File: src/rtl/mips_pkg.sv
// Shared MIPS core definitions: sequencer state encoding, register and field constants.
package mips_pkg;

  localparam int unsigned INSTR_W  = 32;
  localparam logic [4:0]  LINK_REG = 5'd31;

  localparam int unsigned OPCODE_MSB = 31;
  localparam int unsigned OPCODE_LSB = 26;
  localparam int unsigned IMM_MSB    = 15;
  localparam int unsigned IMM_LSB    = 0;
  localparam int unsigned TARGET_MSB = 25;
  localparam int unsigned TARGET_LSB = 0;
  localparam int unsigned RT0_BIT    = 16;

  typedef enum logic [1:0] {
    IDLE  = 2'd0,
    FETCH = 2'd1,
    EXEC  = 2'd2
  } seq_state_e;

endpackage

File: src/rtl/pc_sequencer_if.sv
// Instruction-memory request/acknowledge bus between the sequencer and instruction memory.
interface pc_sequencer_if;
  import mips_pkg::*;

  logic               imem_req;
  logic [INSTR_W-1:0] imem_addr;
  logic               imem_ack;
  logic [INSTR_W-1:0] imem_rdata;

  modport master (output imem_req, output imem_addr, input imem_ack, input imem_rdata);
  modport slave  (input imem_req, input imem_addr, output imem_ack, output imem_rdata);

endinterface

File: src/rtl/pc_sequencer_next_pc_calc.sv
// Combinational next-PC selection: jump target, branch target or fall-through.
module next_pc_calc
  import mips_pkg::*;
(
  input  logic [31:0]         pc_i,
  input  logic [TARGET_MSB:0] field_i,
  input  logic                branch_i,
  input  logic                branch_ne_i,
  input  logic                jump_i,
  input  logic                bgtz_i,
  input  logic                bltz_i,
  input  logic                blez_i,
  input  logic                bgez_i,
  input  logic                alu_zero_i,
  input  logic [31:0]         rs_data_i,
  output logic [31:0]         pc4_o,
  output logic [31:0]         next_pc_o
);

  logic [31:0] btarget;
  logic [31:0] jtarget;
  logic        rs_neg;
  logic        rs_zero;
  logic        regimm_taken;
  logic        taken;

  assign pc4_o   = pc_i + 32'd4;
  assign btarget = pc4_o + {{14{field_i[IMM_MSB]}}, field_i[IMM_MSB:IMM_LSB], 2'b00};
  assign jtarget = {pc4_o[31:28], field_i[TARGET_MSB:TARGET_LSB], 2'b00};

  assign rs_neg  = rs_data_i[31];
  assign rs_zero = ~|rs_data_i;

  always_comb begin
    regimm_taken = 1'b0;
    // bltz/bgez share an opcode; rt bit 0 disambiguates when the decoder raises both
    if (bltz_i && bgez_i) begin
      regimm_taken = field_i[RT0_BIT] ? ~rs_neg : rs_neg;
    end else begin
      regimm_taken = (bltz_i & rs_neg) | (bgez_i & ~rs_neg);
    end
  end

  assign taken = (branch_i & alu_zero_i)
               | (branch_ne_i & ~alu_zero_i)
               | (bgtz_i & ~rs_neg & ~rs_zero)
               | (blez_i & (rs_neg | rs_zero))
               | regimm_taken;

  assign next_pc_o = jump_i ? jtarget : (taken ? btarget : pc4_o);

endmodule

File: src/rtl/pc_sequencer.sv
// Program-counter sequencer: IDLE/FETCH/EXEC control, PC and instruction registers, jal link write.
module pc_sequencer
  import mips_pkg::*;
#(
  parameter logic [31:0] RESET_PC = 32'h0000_0000
) (
  input  logic                clk,
  input  logic                rst_n,
  input  logic                enable,
  pc_sequencer_if.master      imem,
  output logic [INSTR_W-1:0]  instr,
  output logic                instr_valid,
  input  logic                exec_done,
  input  logic                branch,
  input  logic                branch_ne,
  input  logic                jump,
  input  logic                jump_link,
  input  logic                bgtz,
  input  logic                bltz,
  input  logic                blez,
  input  logic                bgez,
  input  logic                alu_zero,
  input  logic [31:0]         rs_data,
  output logic [31:0]         pc,
  output logic                link_we,
  output logic [31:0]         link_data
);

  seq_state_e         state_q, state_d;
  logic [31:0]        pc_q, pc_d;
  logic [INSTR_W-1:0] instr_q, instr_d;
  logic [31:0]        pc4;
  logic [31:0]        next_pc;

  next_pc_calc u_next_pc_calc (
    .pc_i        (pc_q),
    .field_i     (instr_q[TARGET_MSB:0]),
    .branch_i    (branch),
    .branch_ne_i (branch_ne),
    .jump_i      (jump),
    .bgtz_i      (bgtz),
    .bltz_i      (bltz),
    .blez_i      (blez),
    .bgez_i      (bgez),
    .alu_zero_i  (alu_zero),
    .rs_data_i   (rs_data),
    .pc4_o       (pc4),
    .next_pc_o   (next_pc)
  );

  always_ff @(posedge clk or negedge rst_n) begin
    if (!rst_n) begin
      state_q <= IDLE;
      pc_q    <= RESET_PC;
      instr_q <= '0;
    end else begin
      state_q <= state_d;
      pc_q    <= pc_d;
      instr_q <= instr_d;
    end
  end

  always_comb begin
    state_d        = state_q;
    pc_d           = pc_q;
    instr_d        = instr_q;
    imem.imem_req  = 1'b0;
    instr_valid    = 1'b0;
    link_we        = 1'b0;
    unique case (state_q)
      IDLE: begin
        if (enable) state_d = FETCH;
      end
      FETCH: begin
        imem.imem_req = 1'b1;
        if (imem.imem_ack) begin
          instr_d = imem.imem_rdata;
          state_d = EXEC;
        end
      end
      EXEC: begin
        instr_valid = 1'b1;
        link_we     = exec_done & jump_link;
        if (exec_done) begin
          pc_d    = next_pc;
          state_d = FETCH;
        end
      end
      default: state_d = IDLE;
    endcase
  end

  assign imem.imem_addr = pc_q;
  assign instr          = instr_q;
  assign pc             = pc_q;
  assign link_data      = pc4;

endmodule
File: src/flat_wrapper.sv
// flat-port wrapper written by rule: the top's interface ports become plain ports
module pc_sequencer_flat import mips_pkg::*;
#(
  parameter logic [31:0] RESET_PC = 32'h0000_0000
)
  (clk, rst_n, enable, instr, instr_valid, exec_done, branch, branch_ne, jump, jump_link, bgtz, bltz, blez, bgez, alu_zero, rs_data, pc, link_we, link_data, imem_imem_req, imem_imem_addr, imem_imem_ack, imem_imem_rdata);
  pc_sequencer_if imem_i ();
  input  logic clk;
  input  logic rst_n;
  input  logic enable;
  output logic [INSTR_W-1:0] instr;
  output logic instr_valid;
  input  logic exec_done;
  input  logic branch;
  input  logic branch_ne;
  input  logic jump;
  input  logic jump_link;
  input  logic bgtz;
  input  logic bltz;
  input  logic blez;
  input  logic bgez;
  input  logic alu_zero;
  input  logic [31:0] rs_data;
  output logic [31:0] pc;
  output logic link_we;
  output logic [31:0] link_data;
  output wire logic [$bits(imem_i.imem_req)-1:0] imem_imem_req;
  output wire logic [$bits(imem_i.imem_addr)-1:0] imem_imem_addr;
  input wire logic [$bits(imem_i.imem_ack)-1:0] imem_imem_ack;
  input wire logic [$bits(imem_i.imem_rdata)-1:0] imem_imem_rdata;
  assign imem_imem_req = imem_i.imem_req;
  assign imem_imem_addr = imem_i.imem_addr;
  assign imem_i.imem_ack = imem_imem_ack;
  assign imem_i.imem_rdata = imem_imem_rdata;
  pc_sequencer #(.RESET_PC(RESET_PC)) u_core (.clk(clk), .rst_n(rst_n), .enable(enable), .imem(imem_i), .instr(instr), .instr_valid(instr_valid), .exec_done(exec_done), .branch(branch), .branch_ne(branch_ne), .jump(jump), .jump_link(jump_link), .bgtz(bgtz), .bltz(bltz), .blez(blez), .bgez(bgez), .alu_zero(alu_zero), .rs_data(rs_data), .pc(pc), .link_we(link_we), .link_data(link_data));
endmodule
File: config.mk
export PLATFORM = sky130hd
export DESIGN_NAME = pc_sequencer_flat
export DESIGN_NICKNAME = d
export VERILOG_FILES = /design/src/rtl/mips_pkg.sv /design/src/rtl/pc_sequencer_if.sv /design/src/rtl/pc_sequencer_next_pc_calc.sv /design/src/rtl/pc_sequencer.sv /design/src/flat_wrapper.sv
export SDC_FILE = /design/constraint.sdc
export NUM_CORES = 1
export LEC_CHECK = 0
export ABC_CLOCK_PERIOD_IN_PS = 8600
export CORE_ASPECT_RATIO = 0.8
export CORE_MARGIN = 2
export CORE_UTILIZATION = 47
export DETAILED_ROUTE_END_ITERATION = 16
export PLACE_DENSITY = 0.85
export SLEW_MARGIN = 5
export SYNTH_ARGS = -nofsm -noshare
export SYNTH_HDL_FRONTEND = slang
export SYNTH_HIERARCHICAL = 1
export SYNTH_SLANG_ARGS = --single-unit
File: constraint.sdc
create_clock -name clk -period 8.6 [get_ports clk]
set_clock_uncertainty 0.2 [all_clocks]
set_input_delay 1.72 -clock clk [delete_from_list [all_inputs] [get_ports clk]]
set_output_delay 1.72 -clock clk [all_outputs]
set_load 0.005 [all_outputs]
-- Yosys cells after proc, flatten, opt, wreduce, memory -nomap -nowiden
Cells that the tools add are included.
- register bits: 66
- bits of input ports: 78
- output and inout port bits: 131
- logic and storage cells: 44
- $add $sub $neg: 2
- equality and inequality tests: 5
- muxes and demuxes: 11
- bitwise gates (word level): 16
- reductions and logical operators: 7
- operator list (operator ; count):
    32-bit two-way mux ; 2
    32-bit by 3-bit adder with 32-bit output (second input constant) ; 1
    32-bit adder ; 1
    32-bit OR reduction ; 1
    1-bit AND ; 8
    2-bit two-way mux ; 3
    2-bit inequality test (second input constant) ; 3
    1-bit OR ; 6
    2-bit case mux with 3 select lines ; 1
    1-bit two-way mux ; 5
    2-bit AND reduction ; 2
    3-bit AND reduction ; 1
    2-bit by 1-bit == test with 1-bit output (second input constant) ; 1
    2-bit == test (second input constant) ; 1
    2-bit logical NOT ; 1
    1-bit inverter ; 2
    1-bit logical AND ; 1
    1-bit logical NOT ; 1

-- Longest topological paths before layout
Gate-level depths: netlist of the first run.
- word-level depth: 8
- depth in mapped cells: 18
- depth with buffers taken out: 17

-- Modules after synthesis
The synthesis of the first run kept the hierarchy.
- modules (own cells, without submodules) (module ; instances ; cells each ; area each (µm²) ; seq. area each (µm²)):
    next_pc_calc ; 1 ; 416 ; 2761.4 ; 0.0
    pc_sequencer ; 1 ; 178 ; 2743.9 ; 1651.6

-- Worst setup path before layout of the first run
Ideal clock, no wire load.
- path type: register -> register
- from: register u_core.pc_q[4] (netlist: u_core/imem.imem_addr[4])
- to: register u_core.pc_q[31] (netlist: u_core/imem.imem_addr[31])
- setup time: 125 ps
- arrival: 3799 ps
- required time: 8275 ps
- path slack: 4477 ps
- stages on the path, launching flop included: 18
- path buffers: 1
- clock period less this slack: 4123 ps
- cells stage by stage: dfrtp_1 > nand3_1 > nor3_1 > and4_1 > clkbuf_1 > nand2_1 > xnor2_1 > ha_1 > and3_1 > o21ai_0 > a21o_1 > a31oi_1 > a31o_2 > o211a_1 > nor3_1 > and3b_1 > xor2_1 > mux2_2
- longest elaborated chain between the ends: 4
- ends and longest elaborated chain (what ; RTL line ; source):
    start, declared ; pc_sequencer.sv:30 ; logic [31:0] pc_q, pc_d;
    start signal, assigned ; pc_sequencer.sv:58 ; pc_q <= pc_d;
    32-bit by 3-bit adder with 32-bit output ; pc_sequencer_next_pc_calc.sv:27 ; assign pc4_o = pc_i + 32'd4;
    via link_data[19] ; flat_wrapper.sv:26 ; output logic [31:0] link_data;
    32-bit adder ; pc_sequencer_next_pc_calc.sv:28 ; assign btarget = pc4_o + {{14{field_i[IMM_MSB]}}, field_i[IMM_MSB:IMM_LSB], 2'b00};
    32-bit two-way mux (2 in series) ; pc_sequencer_next_pc_calc.sv:50 ; assign next_pc_o = jump_i ? jtarget : (taken ? btarget : pc4_o);
    via u_core.next_pc[31] ; pc_sequencer.sv:33 ; logic [31:0] next_pc;
The timed path passes the listed nets, and every way through them passes these cells.
A chain may end at the register's enable or synchronous reset.

-- Worst setup path after layout of the first run
- from: register u_core.pc_q[4] (netlist: u_core/imem.imem_addr[4])
- to: output link_data[21]
- longest elaborated chain between the ends: 1
- ends and longest elaborated chain (what ; RTL line):
    32-bit by 3-bit adder with 32-bit output ; pc_sequencer_next_pc_calc.sv:27
    end, declared ; flat_wrapper.sv:26
No other way between the ends.

==> results of run 1 <==
-- report_power, final --
| group | internal (mW) | switching [mW] | total [mW] |
|---|---|---|---|
| Combinational | 1.31 | 1.11 | 2.43 |
| Clock | 0.205 | 0.148 | 0.353 |
| Sequential | 0.464 | 0.233 | 0.697 |
| Total | 1.98 | 1.49 | 3.48 |
-- cells in the mapped netlist (13+ instances only) --
library cell | n | share of area
mux2_2 | 64 | 0.13
buf_4 | 37 | 0.050
xor2_1 | 13 | 0.021
nand3_1 | 20 | 0.018
o21ai_0 | 25 | 0.023
ha_1 | 36 | 0.082
a21oi_1 | 46 | 0.042
nand2_1 | 34 | 0.023
nor2_1 | 42 | 0.029
a211oi_1 | 14 | 0.019
dfrtp_1 | 66 | 0.30
inv_1 | 18 | 0.012
xnor2_1 | 38 | 0.060
-- cells by family (layout without fill, tap and decap cells) --
group,after synthesis,in the layout,share of synthesized area
mux,74,74,0.149
fa+ha+maj,37,37,0.0855
xor+xnor,51,51,0.0811
buf+inv,72,244,0.0805
flops,66,66,0.300
simple gates,160,160,0.147
compound gates,134,134,0.157
-- sequential cells by signal, summed over array words and instances (netlist names) --
register,count
u_core/state_q,2
u_core/instr,32
u_core/imem.imem_addr,32
-- per-layer routing --
metal  vias up  share of wire  global-route usage
met3        23          0.089              0.0642
met2       263           0.47               0.423
li1       2462              -                   -
met4         0          0.011              0.0667
met1      2528           0.43               0.327
met5         -              0                   0
-- final timing paths --
kind                                                           start                                    end  slack [ps]  cells after the start
worst max-delay path            u_core/imem.imem_addr[4]$_DFFE_PN0P_                          link_data[21]        3310                      6
worst min-delay path                   u_core/state_q[1]$_DFFE_PN0P_          u_core/state_q[0]$_DFFE_PN0P_         300                      1
worst max register to register  u_core/imem.imem_addr[4]$_DFFE_PN0P_  u_core/imem.imem_addr[28]$_DFFE_PN0P_        3630                     16
worst min register to register         u_core/state_q[1]$_DFFE_PN0P_          u_core/state_q[0]$_DFFE_PN0P_         300                      1
max in group asynchronous                                      rst_n           u_core/instr[16]$_DFFE_PN0P_        6320                      1
min in group asynchronous                                      rst_n           u_core/instr[15]$_DFFE_PN0P_        1280                      1
-- final cells by class --
class	instances	area share
flip-flops and latches	66	0.215
clock buffers	11	0.0316
multi-input cells	456	0.443
clock inverters	5	0.00504
inverters	18	0.00878
well taps	148	0.0241
repair buffers	210	0.272
-- worst register-to-register path: cells and delay by family (launching register included) --
family                     cells  cell delay (ps)
xor gates and xnor gates       2              550
adders and majority gates      1              320
and+or+nand+nor                5             1660
DFF                            1              470
muxes                          1              300
AOI/OAI and AO/OA              7             1350
-- through the flow --
stage                     instances   util  setup slack (ps)
after floorplan                 594      -              4480
after detailed placement        898  0.646              3600
after global routing            914  0.670              3190
final                           914  0.670              3310
after global placement          898  0.646              3660
after CTS                       914  0.670              3390
==> flow_summary.yaml, run 1 <==
run_status:
  status: "complete, no violations"
floorplanning:
  row_count: 35
  die_x_um: 125
  die_y_um: 101
  dieArea_um2: 12600
  core_um2: 11500
  start_util: 0.480
  io-pin-count: 209
global_routing:
  first_global_vias: 4991
  grt_max_degree: 67
  antenna_found_initial: 0
  grt_usage: 0.252
  grt_overflow: 0
  grt_pass1_wl_mm: 25.5
placement:
  placed_cell_area_um2: 7410
  port_buffers: 208
  place_hpwl_mm: 12.0
  place.gp.congestion: 0.896
synth:
  syn_area_um2: 5510
  ys.flop_type: "dfrtp_1"
  ys_ff_latch: 66
  synth_edf_count: 0
  synthArstFlopShare: 1.00
  ys_seq_area_frac: 0.300
  synth_cells: 594
  syn-num-nets: 709
  ys_types: 55
  yosys_warnings: 6
  syn_area_per_cell_um2: 9.27
clock_network:
  cts_made_buffers: 9
  clk_latency_ps: 340
  cts.path.max_buffers: 2
  cts_setup_buffers: 0
  cts-htree-levels: 3
  cts_tree: "built"
  path_clk_slew_ps: 60
  clock_sinks: 66
  cts_root_buf: "clkbuf_16"
  cts_hold_buffers: 0
  post_cts_resized: 0
finish:
  regArea_um2: 1650
  final_nets: 876
  fillCellCount: 911
  antenna_cells: 0
  area_delta_synth_final_pct: 39.7
  final_area_um2: 7690
  final_cell_mix: "clkdlybuf4s50_1 (207), dfrtp_1 (66), mux2_2 (64)"
  multi_input_area_um2: 3410
  drive_above_1_share: 0.128
  final_common_cell: "clkdlybuf4s50_1"
setup_path:
  worst-path-buf-inv: 1
  slowest_stage: "nor3_1"
  max_stage_delay_ps: 770
  cpLargestDelayFamily: "simple AND/OR/NAND/NOR gates"
  critPathMaxFanout: 8
  path_cells: "nand3_1 > nor3_1 > and4_1 > nand4_1 > xnor2_1 > clkdlybuf4s50_1"
  worst_setup_path_start_kind: "flip-flop"
  cp.arrival_ps: 3370
  crit_type: "flip-flop to output port"
  cp.required_ps: 6680
  setup.worst_path.end_class: "output port"
detailed_routing:
  routedWlPerCell_um: 17.9
  vias_per_cell: 5.77
  vias: 5276
  drt_wl_total_mm: 16.4
  firstDrtPassIters: 5
  dr.first_iter.drc_count: 299
  drc: 0
  ant_nets: 0
sta:
  finalSetupViolCount: 0
  max-slew-margin-rel: 0.398
  tightest_slew_ps: 896
  finalSetupTns_ps: 0
  fmax_mhz: 189
  whs_ps: 299
  hold_viol: 0
  drv_slew: 0
  fin_crit_sh: 0.615
  min_period_ps: 5290
  rsz0062_at_grt: "no"
power_and_ir_drop:
  ir_drop_mv: 0.291
  p_leak_nw: 3.21
  power_mw: 3.48
  power_density_nw_per_um2: 452
worst_hold_path:
  hold_path_class: "flip-flop to flip-flop"
job:
  drv_cap: 0
Power figures use the tool's default switching activity.
==> run 2, diff against run 1 <==
--- a/config.mk
+++ b/config.mk
@@ -5,12 +5,12 @@
 export SDC_FILE = /design/constraint.sdc
 export NUM_CORES = 1
 export LEC_CHECK = 0
-export ABC_CLOCK_PERIOD_IN_PS = 8600
+export ABC_CLOCK_PERIOD_IN_PS = 4300
 export CORE_ASPECT_RATIO = 0.8
 export CORE_MARGIN = 2
-export CORE_UTILIZATION = 47
+export CORE_UTILIZATION = 41
 export DETAILED_ROUTE_END_ITERATION = 16
-export PLACE_DENSITY = 0.85
+export PLACE_DENSITY = 0.78
 export SLEW_MARGIN = 5
 export SYNTH_ARGS = -nofsm -noshare
 export SYNTH_HDL_FRONTEND = slang
==> constraint.sdc (replaced) <==
create_clock -name clk -period 4.3 [get_ports clk]
set_clock_uncertainty 0.2 [all_clocks]
set_input_delay 0.86 -clock clk [delete_from_list [all_inputs] [get_ports clk]]
set_output_delay 0.86 -clock clk [all_outputs]
set_load 0.005 [all_outputs]
==> run 2 against run 1 <==
Total power grew 110%. Via count grew 1.2%. Worst hold slack lost 3.6 ps. Register-to-register slack lost 3500 ps. Cell area grew 4.2%. Sequential share of layout area shrank 0.87 points. Count of clock-buffer cells in the layout shrank 1. Non-clock buffer count grew 26. Setup slack lost 3100 ps. Cell count grew 5.8%.
==> flow_summary.yaml, run 2 (synthesis gave the netlist of run 1 again) <==
detailed_routing:
  ant_nets: 0
  routedWlPerCell_um: 18.2
  dr.first_iter.drc_count: 305
  firstDrtPassIters: 5
  vias: 5338
  drc: 0
  drt_wl_total_mm: 17.6
  vias_per_cell: 5.52
floorplanning:
  core_um2: 13000
  start_util: 0.425
  io-pin-count: 209
  dieArea_um2: 14400
  row_count: 37
  die_y_um: 108
  die_x_um: 134
worst_hold_path:
  hold_path_class: "flip-flop to flip-flop"
  hold_depth: 1
power_and_ir_drop:
  power_density_nw_per_um2: 909
  p_leak_nw: 3.39
  ir_drop_mv: 0.494
finish:
  final_area_um2: 8020
  final_common_cell: "clkdlybuf4s50_1"
  area_delta_synth_final_pct: 45.6
  final_nets: 902
  antenna_cells: 0
  final_util: 0.618
  final_cell_mix: "clkdlybuf4s50_1 (207), dfrtp_1 (66), mux2_2 (64)"
  final_cells: 967
  drive_above_1_share: 0.173
clock_network:
  path_clk_slew_ps: 60
  clock_sinks: 66
  cts_root_buf: "clkbuf_16"
  cts.path.max_buffers: 2
  cts_made_buffers: 9
  cts-htree-levels: 3
  clk_latency_ps: 330
  cts_tree: "built"
  cts_hold_buffers: 0
placement:
  placed_cell_area_um2: 7620
  place_hpwl_mm: 13.2
  port_buffers: 208
  place.gp.congestion: 0.935
  dp_slack_ps: 35.8
  placed_cells_incl_taps: 948
setup_path:
  r2r_cells: 16
  critPathMaxFanout: 6
  cp.required_ps: 4310
  r2r_slack_ps: 180
  r2r_end: "u_core/imem.imem_addr[15]$_DFFE_PN0P_"
  path_cells: "ha_1 > nand4_1 > buf_4 > nor2_1 > xor2_1 > ha_1 > a21oi_1 > o211ai_1 > and3_1 > or2_1 > o311a_1 > o21a_1 > nor2_2 > xnor2_1 > a221o_1 > mux2_2"
  cp.arrival_ps: 4140
  crit_type: "flip-flop to flip-flop"
  timing.critical_path.mode_cell: "ha_1"
  cp-endpoint: "u_core/imem.imem_addr[15]$_DFFE_PN0P_"
  max_stage_delay_ps: 350
  slowest_stage: "dfrtp_1"
  worst_setup_path_start_kind: "flip-flop"
  timing.rr.start: "u_core/imem.imem_addr[2]$_DFFE_PN0P_"
  setup.worst_path.end_class: "flip-flop"
  cp-startpoint: "u_core/imem.imem_addr[2]$_DFFE_PN0P_"
global_routing:
  grt_usage: 0.244
  antenna_found_initial: 0
  first_global_vias: 5261
  grt_overflow: 0
  grt_pass1_wl_mm: 27.7
  grt_max_degree: 67
sta:
  fin_crit_sh: 0.959
  finalSetupViolCount: 0
  tightest_slew_ps: 919
  setup_ws_ps: 175
  rsz0062_at_grt: "yes"
  fmax_mhz: 242
  hold_viol: 0
  finalSetupTns_ps: 0
  min_period_ps: 4120
  drv_slew: 0
  max-slew-margin-rel: 0.385
job:
  drv_cap: 0
run_status:
  status: "complete, no violations"
-- run 2: cell types whose count changed in the layout (fill, tap and decap cells not counted), sizes merged --
cell / delta
clkbuf: -1
buf: +26
bufinv: +1
-- run 2: routing by layer --
layer  wire length (µm)  vias up  global-route usage
met3               1400       19              0.0617
li1                   -     2504                   -
met1               7830     2586               0.323
met2               8190      229               0.404
met5                  0        -                   0
met4                187        0              0.0502
-- run 2: metrics by stage --
step	hold WS (ps)	power, mW
floorplan	245	4.38
global placement	261	6.24
detailed placement	283	6.36
CTS	293	7.20
global route	325	7.84
finish	296	7.29
-- run 2: layout make-up --
class | count | area [µm²]
fill | 1068 | 4950
multi-input combinational | 456 | 3480
timing repair buffer | 236 | 2290
sequential | 66 | 1650
clock buffer | 10 | 239
tap | 175 | 219
inverter | 18 | 67.6
clock inverter | 6 | 65.1
-- run 2: where the power goes --
part | leakage, nW | internal [mW] | total (mW) | switching (mW)
Sequential | 0.791 | 0.928 | 1.35 | 0.420
Combinational | 2.45 | 2.78 | 5.17 | 2.39
Clock | 0.149 | 0.466 | 0.768 | 0.302
Total | 3.39 | 4.18 | 7.29 | 3.11
-- run 2: critical path: cells and delay by family, from the launching register on --
family	cells	cell delay, ps
buffers and inverters	1	210
muxes	1	260
AOI/OAI and AO/OA	5	1180
and+or+nand+nor	5	900
xor gates and xnor gates	2	340
DFF	1	350
adders and majority gates	2	570
-- run 2: worst min path at each step --
stage / start / end / slack, ps
6_report: u_core/state_q[1]$_DFFE_PN0P_ / u_core/state_q[0]$_DFFE_PN0P_ / 300
5_1_grt: u_core/instr[31]$_DFFE_PN0P_ / u_core/instr[31]$_DFFE_PN0P_ / 320
4_1_cts: u_core/state_q[1]$_DFFE_PN0P_ / u_core/state_q[0]$_DFFE_PN0P_ / 290
3_5_place_dp: u_core/state_q[1]$_DFFE_PN0P_ / u_core/state_q[0]$_DFFE_PN0P_ / 280
3_3_place_gp: u_core/state_q[1]$_DFFE_PN0P_ / u_core/state_q[0]$_DFFE_PN0P_ / 260
2_1_floorplan: u_core/state_q[1]$_DFFE_PN0P_ / u_core/state_q[0]$_DFFE_PN0P_ / 250
-- run 2: timing repair --
item                       CTS  global route
setup buffers                0             3
resized for setup            1            15
cloned                       0             0
setup endpoints to repair    1            13
pin swaps                    0             3
